`src/rtl/johnson_decoder_pkg.sv`:
```
// Shared definitions for the Johnson-code receive path: lock FSM states and index width helper.
// Combinational definitions only; no latency and no flow control.
package johnson_decoder_pkg;

    typedef enum logic [1:0] {
        UNLOCKED = 2'd0,
        TRACK    = 2'd1,
        LOCKED   = 2'd2
    } lock_state_t;

    // Index width for a WIDTH-bit Johnson code (2*WIDTH states).
    function automatic int idx_width(input int width);
        return $clog2(2 * width);
    endfunction

endpackage

```
`src/rtl/johnson_code_check.sv`:
```
// Checks a Johnson code for legality and converts it to its sequence index.
// Purely combinational (0 cycles); no flow control.
module johnson_code_check
    import johnson_decoder_pkg::*;
#(
    parameter int WIDTH = 4,
    localparam int IDX_W = idx_width(WIDTH)
) (
    input  logic [WIDTH-1:0] c,
    output logic             legal,
    output logic [IDX_W-1:0] idx
);

    int               pc;
    logic [WIDTH-1:0] low_mask;
    logic [WIDTH-1:0] high_mask;

    // A legal code is a run of ones anchored at the LSB (rising half) or at the MSB (falling half).
    always_comb begin
        pc        = $countones(c);
        low_mask  = '0;
        high_mask = '0;
        for (int i = 0; i < WIDTH; i++) begin
            low_mask[i]  = (i < pc);
            high_mask[i] = (i >= WIDTH - pc);
        end
        legal = c[WIDTH-1] ? (c == high_mask) : (c == low_mask);
        idx   = c[WIDTH-1] ? IDX_W'(2 * WIDTH - pc) : IDX_W'(pc);
    end

endmodule

```
`src/rtl/johnson_decoder.sv`:
```
// Decodes sampled Johnson codes to binary/one-hot, tracks forward stepping with a lock FSM, counts errors.
// One cycle from in_valid to out_valid; no backpressure, every in_valid sample is consumed.
module johnson_decoder
    import johnson_decoder_pkg::*;
#(
    parameter int WIDTH      = 4,
    parameter int LOCK_COUNT = 4,
    parameter int ERR_W      = 8,
    localparam int IDX_W     = idx_width(WIDTH)
) (
    input  logic               CLK,
    input  logic               Reset,
    input  logic               in_valid,
    input  logic [WIDTH-1:0]   johnson_in,
    output logic               out_valid,
    output logic [IDX_W-1:0]   bin_out,
    output logic [2*WIDTH-1:0] onehot_out,
    output logic               illegal,
    output logic               seq_err,
    output logic               locked,
    output logic [ERR_W-1:0]   err_count
);

    localparam int                 GCNT_W   = $clog2(LOCK_COUNT + 1);
    localparam logic [IDX_W-1:0]   LAST_IDX = IDX_W'(2 * WIDTH - 1);
    localparam logic [GCNT_W-1:0]  GCNT_MAX = GCNT_W'(LOCK_COUNT);
    localparam logic [2*WIDTH-1:0] ONE_HOT0 = {{(2*WIDTH-1){1'b0}}, 1'b1};

    lock_state_t       state;
    logic [IDX_W-1:0]  ref_idx;
    logic [GCNT_W-1:0] gcnt;

    logic              legal;
    logic [IDX_W-1:0]  idx;
    logic [IDX_W-1:0]  succ_idx;
    logic              is_hold;
    logic              is_succ;
    logic              err_evt;

    johnson_code_check #(.WIDTH(WIDTH)) u_check (
        .c     (johnson_in),
        .legal (legal),
        .idx   (idx)
    );

    // Explicit wrap keeps the successor correct when 2*WIDTH is not a power of two.
    assign succ_idx = (ref_idx == LAST_IDX) ? '0 : ref_idx + 1'b1;
    assign is_hold  = (idx == ref_idx);
    assign is_succ  = (idx == succ_idx);
    assign err_evt  = in_valid && (!legal || (state != UNLOCKED && !is_hold && !is_succ));
    assign locked   = (state == LOCKED);

    always_ff @(posedge CLK) begin
        if (Reset) begin
            state      <= UNLOCKED;
            ref_idx    <= '0;
            gcnt       <= '0;
            out_valid  <= 1'b0;
            bin_out    <= '0;
            onehot_out <= '0;
            illegal    <= 1'b0;
            seq_err    <= 1'b0;
            err_count  <= '0;
        end else begin
            out_valid <= in_valid;
            if (in_valid) begin
                illegal    <= !legal;
                bin_out    <= legal ? idx : '0;
                onehot_out <= legal ? (ONE_HOT0 << idx) : '0;
                seq_err    <= 1'b0;
                if (err_evt && err_count != '1)
                    err_count <= err_count + 1'b1;

                if (!legal) begin
                    state <= UNLOCKED;
                    gcnt  <= '0;
                end else begin
                    case (state)
                        UNLOCKED: begin
                            state   <= TRACK;
                            ref_idx <= idx;
                            gcnt    <= '0;
                        end
                        TRACK, LOCKED: begin
                            if (is_succ) begin
                                ref_idx <= idx;
                                // Once locked the step counter has done its job and stays put.
                                if (state == TRACK) begin
                                    gcnt <= gcnt + 1'b1;
                                    if (gcnt + 1'b1 == GCNT_MAX)
                                        state <= LOCKED;
                                end
                            end else if (!is_hold) begin
                                seq_err <= 1'b1;
                                ref_idx <= idx;
                                gcnt    <= '0;
                                state   <= TRACK;
                            end
                        end
                        default: state <= UNLOCKED;
                    endcase
                end
            end
        end
    end

endmodule

```
`config.mk`:
```
export PLATFORM = sky130hd
export DESIGN_NAME = johnson_decoder
export DESIGN_NICKNAME = d
export VERILOG_FILES = /design/src/rtl/johnson_decoder_pkg.sv /design/src/rtl/johnson_code_check.sv /design/src/rtl/johnson_decoder.sv
export SDC_FILE = /design/constraint.sdc
export NUM_CORES = 1
export LEC_CHECK = 0
export BUFFER_PORTS_ARGS = -buffer_cell sky130_fd_sc_hd__buf_2
export CAP_MARGIN = 20
export CORE_MARGIN = 2
export CORE_UTILIZATION = 56
export DETAILED_ROUTE_END_ITERATION = 10
export PLACE_DENSITY = 0.8
export SLEW_MARGIN = 20
export SYNTH_ARGS = -nofsm -noshare
export SYNTH_HDL_FRONTEND = slang
export SYNTH_SLANG_ARGS = --single-unit
```
`constraint.sdc`:
```
create_clock -name CLK -period 3.8 [get_ports CLK]
set_input_delay 0.19 -clock CLK [delete_from_list [all_inputs] [get_ports CLK]]
set_output_delay 0.19 -clock CLK [all_outputs]
set_load 0.02 [all_outputs]
```
=== Yosys cells after proc, flatten, opt, wreduce, memory -nomap -nowiden ===
Index checks and enable logic that the tools add are counted.

* Reduce and logical (&&, ||, !) cells: 16
* Equal/unequal tests: 14
* Shift operators: 1
* Add/subtract/negate cells: 8
* Order comparisons: 8
* Multiplexer cells: 23

{| class="wikitable"
|+ Operators with widths
! operator !! number
|-
| 3-bit by 32-bit greater-or-equal comparator with 1-bit output, first input constant || 2
|-
| 3-bit by 32-bit less-than comparator with 1-bit output, first input constant || 2
|-
| 1-bit by 32-bit greater-or-equal comparator with 1-bit output, first input constant || 1
|-
| 2-bit by 32-bit greater-or-equal comparator with 1-bit output, first input constant || 1
|-
| 1-bit by 32-bit less-than comparator with 1-bit output, first input constant || 1
|-
| 2-bit by 32-bit less-than comparator with 1-bit output, first input constant || 1
|-
| 4-bit by 32-bit subtractor with 32-bit output, first input constant || 1
|-
| 3-bit two-way mux || 9
|-
| 4-bit != test, second input constant || 3
|-
| 3-bit one-hot mux with 2 select lines || 2
|-
| 4-bit AND reduction || 3
|-
| 2-bit two-way mux || 5
|-
| 8-bit by 1-bit adder with 8-bit output, second input constant || 1
|-
| 4-bit == test || 2
|-
| 8-bit two-way mux || 1
|-
| 8-bit != test, second input constant || 1
|-
| 1-bit by 3-bit << shifter with 8-bit output, first input constant || 1
|-
| 3-bit by 1-bit adder with 3-bit output, second input constant || 2
|-
| 3-bit == test || 2
|-
| 3-bit == test, second input constant || 2
|-
| 1-bit two-way mux || 5
|-
| 1-bit by 1-bit adder with 2-bit output || 2
|-
| 1-bit logical AND || 4
|-
| 2-bit one-hot mux with 2 select lines || 1
|-
| 12 further kinds || 15
|}

* Flip-flop bits (word level): 30
* Output and inout port bits: 23
* Input bits: 7

=== Depth between registers and ports, before layout ===
* Word-level depth: 12
* Depth in mapped cells: 14
* Depth with buffers taken out: 13

=== Cells and area by module ===
A second synthesis with hierarchy kept.

* Cells, all modules: 213
* Area total of the unflattened synthesis: 1890.6 sq um

{| class="wikitable"
|+ Modules (own cells, without submodules)
! module !! instances !! cells an instance !! area an instance (sq um)
|-
| johnson_decoder || 1 || 181 || 1621.6
|-
| johnson_code_check || 1 || 32 || 269.0
|}

=== Least setup slack after synthesis ===
Ideal clock, no wire load.

* Path type: input to register
* From: in johnson_in[0]
* To: reg err_count[0]
* Path slack: 0.431 ns
* Stages: 12
* Arrival: 3.298 ns
* Data required time: 3.728 ns
* Buffers on the path: 2
* Library setup time: 0.072 ns
* Path through: fa_1 ha_1 clkbuf_1 inv_1 fa_1 and2_4 or3_4 nand4_2 a311oi_4 buf_6 or3_2 a21oi_1

* Longest elaborated chain between the ends: 12
* Elaborated cells on any way between the ends: 27

{| class="wikitable"
|+ RTL lines
! element !! line !! source
|-
| start: declaration || johnson_decoder.sv:14 || <nowiki>input logic [WIDTH-1:0] johnson_in,</nowiki>
|-
| 1-bit by 1-bit adder with 2-bit output (not written as such) (*) || johnson_code_check.sv:20 || <nowiki>pc = $countones(c);</nowiki>
|-
| 2-bit by 2-bit adder with 3-bit output (not written as such) (*) || johnson_code_check.sv:20 ||
|-
| 1-bit by 3-bit subtractor with 3-bit output || johnson_code_check.sv:28 || <nowiki>idx = c[WIDTH-1] ? IDX_W'(2 * WIDTH - pc) : IDX_W'(pc);</nowiki>
|-
| 3-bit two-way mux (*) || johnson_code_check.sv:28 ||
|-
| via idx[0] || johnson_decoder.sv:34 || <nowiki>logic [IDX_W-1:0] idx;</nowiki>
|-
| 3-bit == test || johnson_decoder.sv:48 || <nowiki>assign is_hold = (idx == ref_idx);</nowiki>
|-
| 1-bit logical NOT || -- ||
|-
| 1-bit logical AND || johnson_decoder.sv:50 || <nowiki>assign err_evt = in_valid && (!legal || (state != UNLOCKED && !is_hold && !is_succ));</nowiki>
|-
| 1-bit logical AND (*) || johnson_decoder.sv:50 ||
|-
| 1-bit logical OR (*) || johnson_decoder.sv:50 ||
|-
| 1-bit logical AND (*) || johnson_decoder.sv:50 ||
|-
| 1-bit logical AND (*) || johnson_decoder.sv:71 || <nowiki>if (err_evt && err_count != '1)</nowiki>
|-
| 2-bit AND reduction (no source line) (*) || -- ||
|-
| end signal: assignment || johnson_decoder.sv:72 || <nowiki>err_count <= err_count + 1'b1;</nowiki>
|-
| end: declaration || johnson_decoder.sv:21 || <nowiki>output logic [ERR_W-1:0] err_count</nowiki>
|}

Mark *: on every way through the listed nets, which the timed path passes. The rest lies on a longest branch.
A chain may end at the register's enable or synchronous reset.

=== Worst setup path after layout ===
* From: in johnson_in[3]
* To: reg gcnt[2]

* Longest elaborated chain between the ends: 8
* Elaborated cells on any way between the ends: 25

{| class="wikitable"
|+ RTL lines
! element !! line !! source
|-
| 1-bit by 1-bit adder with 2-bit output (not written as such) || johnson_code_check.sv:20 ||
|-
| 2-bit by 2-bit adder with 3-bit output (not written as such) || johnson_code_check.sv:20 ||
|-
| 4-bit by 32-bit subtractor with 32-bit output or 1-bit by 3-bit subtractor with 3-bit output (tied branches) || johnson_code_check.sv:25, johnson_code_check.sv:28 ||
|-
| 1-bit by 32-bit greater-or-equal comparator with 1-bit output, or another cell as far along || johnson_code_check.sv:25 || <nowiki>high_mask[i] = (i >= WIDTH - pc);</nowiki>
|-
| 4-bit == test or 3-bit == test (tied branches) || johnson_code_check.sv:27, johnson_decoder.sv:49 ||
|-
| 1-bit two-way mux or 3-bit two-way mux (tied branches) || johnson_code_check.sv:27, johnson_decoder.sv:85 ||
|-
| 4-bit != test (no source line), or another cell as far along || -- ||
|-
| 4-bit AND reduction (no source line) or 3-bit two-way mux (tied branches) || -- ||
|-
| end signal: assignment || johnson_decoder.sv:89 || <nowiki>gcnt <= gcnt + 1'b1;</nowiki>
|-
| end: declaration || johnson_decoder.sv:31 || <nowiki>logic [GCNT_W-1:0] gcnt;</nowiki>
|}

Several ways; a longest one is shown, not always the timed one.

==> impl_metrics.csv <==
group,metric,value,unit
cts,cts_num_sinks,30,
placed_design,io_buffers,29,
sta,drv_slew,0,
cts,clk_pin_slew,0.10,ns
detailed_routing,wl_per_cell,13.2,microns
synthesis,synthTopCellsByArea,"dfxtp_1 31%, ha_1 11%, a21oi_1 4.6%",
synthesis,seq_area_frac_synth,31.0,%
worst_setup_path,critPathMostFrequentCell,"ha_1",
sta,rsz0062_at_grt,"no",
synthesis,netlist_area,1940,sq um
floorplan,coreArea,3340,sq um
detailed_routing,ant_nets,0,
power_and_ir_drop,ir_worst_vdd,0.245,mV
sta,setup_ws,0.454,ns
sta,final.setup.tns,0,ns
synthesis,yosysTopAreaCell,"dfxtp_1",
worst_setup_path,crit_chain,"buf_2 -> fa_1 -> ha_1 -> ha_1 -> inv_1 -> ha_1 -> inv_1 -> ha_1 -> nor4b_1 -> a21boi_1 -> o31a_1 -> o21ai_1 -> or3b_1 -> o211ai_1",
sta,tightest_slew,0.600,ns
cells_and_area,diodes,0,
synthesis,post-synth-top-count-cell,"dfxtp_1",
sta,finalSetupViolCount,0,
worst_setup_path,endpoint_kind,"flop",
synthesis,synth_warnings,0,
cells_and_area,drive_gt1_share,23.0,%
floorplan,dieArea,3950,sq um
sta,period_share,88.0,%
worst_setup_path,required,4.07,ns
cells_and_area,layout.nets,274,
power_and_ir_drop,power.switching,0.253,mW
grt,grt_usage,20.9,%
cts,cts.path.max_buffers,2,
run,cap_violations,0,
placed_design,hpwl,2.79,mm
worst_setup_path,path_class,"in2reg",
placed_design,gp_congestion,0.787,
cells_and_area,fin_util,65.8,%
worst_setup_path,cp_top_family,"adder cells",
floorplan,num_rows,21,
synthesis,async_flop_share,0,%
power_and_ir_drop,clkPwrFrac,33.0,%
synthesis,synthesis.nets,244,
sta,period_needed,3.35,ns
grt,first_global_vias,1587,
power_and_ir_drop,p_sw_share,31.1,%
placed_design,place_area,2110,sq um
synthesis,synth-edff-count,0,
worst_setup_path,cp-start-kind,"input port",
grt,grt_max_degree,31,
power_and_ir_drop,pwr-share-seq,40.3,%
cts,root_buffer,"clkbuf_4",
cts,cts_setup_buffers,0,
power_and_ir_drop,combinationalPowerShare,26.8,%
sta,timing.hold.ws,0.298,ns
run_status,status,"finished clean",
synthesis,synth_top_cell_area_share,31.0,%
cells_and_area,design_area,2200,sq um
cts,cts_resized,0,
sta,fin_skew,0.00534,ns
power_and_ir_drop,pwr_density_cell,371,nW/um^2
cells_and_area,area_growth,13.2,%
power_and_ir_drop,intPower,0.561,mW
worst_setup_path,crit_fanout,8,
cts,cts_buffers,5,
floorplan,start_util,58.1,%
synthesis,synth_cell_types,51,
power_and_ir_drop,power_leakage,0.881,nW
grt,overflow,0,
worst_setup_path,worst_path_max_delay_cell,"fa_1",
cts,cts_tree,"yes",
cts,clk_latency,0.33,ns
synthesis,syn_area_per_cell,8.90,sq um
floorplan,io_pins,30,
worst_setup_path,crit_arrival,3.61,ns
floorplan,die_height,62.9,microns
cts,htree_levels,2,
synthesis,ys.flop_type,"dfxtp_1",
detailed_routing,drc,0,
cts,cts_hold_buffers,0,
detailed_routing,detail_route.iter0.violations,158,
grt,antenna_found_initial,0,
worst_setup_path,path_buf_inv,3,
placed_design,preCtsSetupSlack,0.162,ns
floorplan,die_x,62.9,microns
detailed_routing,firstDrtPassIters,4,
detailed_routing,num_vias,1676,
sta,hold_violations,0,
synthesis,synth_seq_cells,30,
synthesis,synth_commonest_cells,"30 x dfxtp_1, 18 x a21oi_1, 17 x ha_1",
sta,maxSlewHeadroom,60.0,%
detailed_routing,routed_via_density,5.70,
sta,fmax,0.299,GHz
worst_setup_path,critPathMaxStageDelay,0.47,ns
detailed_routing,drt-total-wl,3.87,mm
hold_path,hold_path_class,"in2reg",
synthesis,synth_cells,218,
grt,grt_pass1_wl,6.76,mm
## area by class of cell
class / instances / area, sq um
Inverter: 16 / 60.1
Clock buffer: 6 / 51.3
Tap cell: 46 / 57.6
Multi-Input combinational cell: 163 / 1230
Sequential cell: 30 / 601
Fill cell: 295 / 1140
Timing Repair Buffer: 32 / 168
Clock inverter: 1 / 30.0
## layer usage
metal  track usage, %  routed length, microns
met1             26.2                    1930
met2             34.5                    1750
met3             6.49                     151
met4             6.11                      44
met5                0                       0
## sequential cells by signal, indices dropped and copies added, names as in the netlist
name,flops
err_count,8
onehot_out,8
bin_out,3
gcnt,3
ref_idx,3
state,2
illegal,1
out_valid,1
seq_err,1
## power by group through the flow
stage / clock [mW] / combinational, mW / sequential [mW]
final: 0.268 / 0.218 / 0.328
after global routing: 0.286 / 0.239 / 0.329
after CTS: 0.276 / 0.217 / 0.328
after detailed placement: 0 / 0.216 / 0.335
after global placement: 0 / 0.211 / 0.335
after floorplan: 0 / 0.165 / 0.342
## per-stage QoR
step | cells | total power [mW]
finish | 294 | 0.814
global route | 294 | 0.854
CTS | 294 | 0.821
detailed placement | 287 | 0.551
global placement | 287 | 0.546
floorplan | 218 | 0.506
## cells in the final DEF, fill, tap and decap left out, types with 2 or more instances in the layout
cell	count
dfxtp_1	30
buf_2	29
a21oi_1	18
ha_1	17
inv_1	16
nand2b_1	13
nor2_1	11
nand3_1	11
o31ai_1	10
o21ai_0	8
nand4_1	6
nand2_1	6
or4_1	5
o21ai_1	5
clkbuf_4	5
xor2_1	4
nand3b_1	4
xnor2_1	3
a21oi_2	3
nor2b_1	3
buf_4	3
o2111ai_1	2
o31a_1	2
or3_2	2
or2_2	2
and3_2	2
fa_1	2
## cells by family after synthesis
family / Yosys count / synth area share [%]
and+or+nand+nor: 76 / 24.2
AOI/OAI and AO/OA: 59 / 21.0
DFF: 30 / 31.0
buffers and inverters: 25 / 5.68
adders and majority gates: 19 / 13.0
xor gates and xnor gates: 8 / 4.00
muxes: 1 / 1.16
## final timing paths
kind	from	endpoint	slack [ns]	cells past startpoint
worst max register to register	ref_idx[0]$_SDFFE_PP0P_	err_count[3]$_SDFFE_PP0P_	1.54	7
worst min register to register	onehot_out[1]$_SDFFE_PP0P_	onehot_out[1]$_SDFFE_PP0P_	0.47	2
worst min-delay path	in_valid	state[1]$_SDFFE_PP0P_	0.30	3
worst max-delay path	johnson_in[3]	gcnt[2]$_SDFFE_PP0P_	0.45	14
## tightest hold or removal path, stage by stage
cell,delay (ns)
buf_2,0.23
nand3_1,0.11
o21ai_1,0.06
Power figures use the tool's default switching activity.
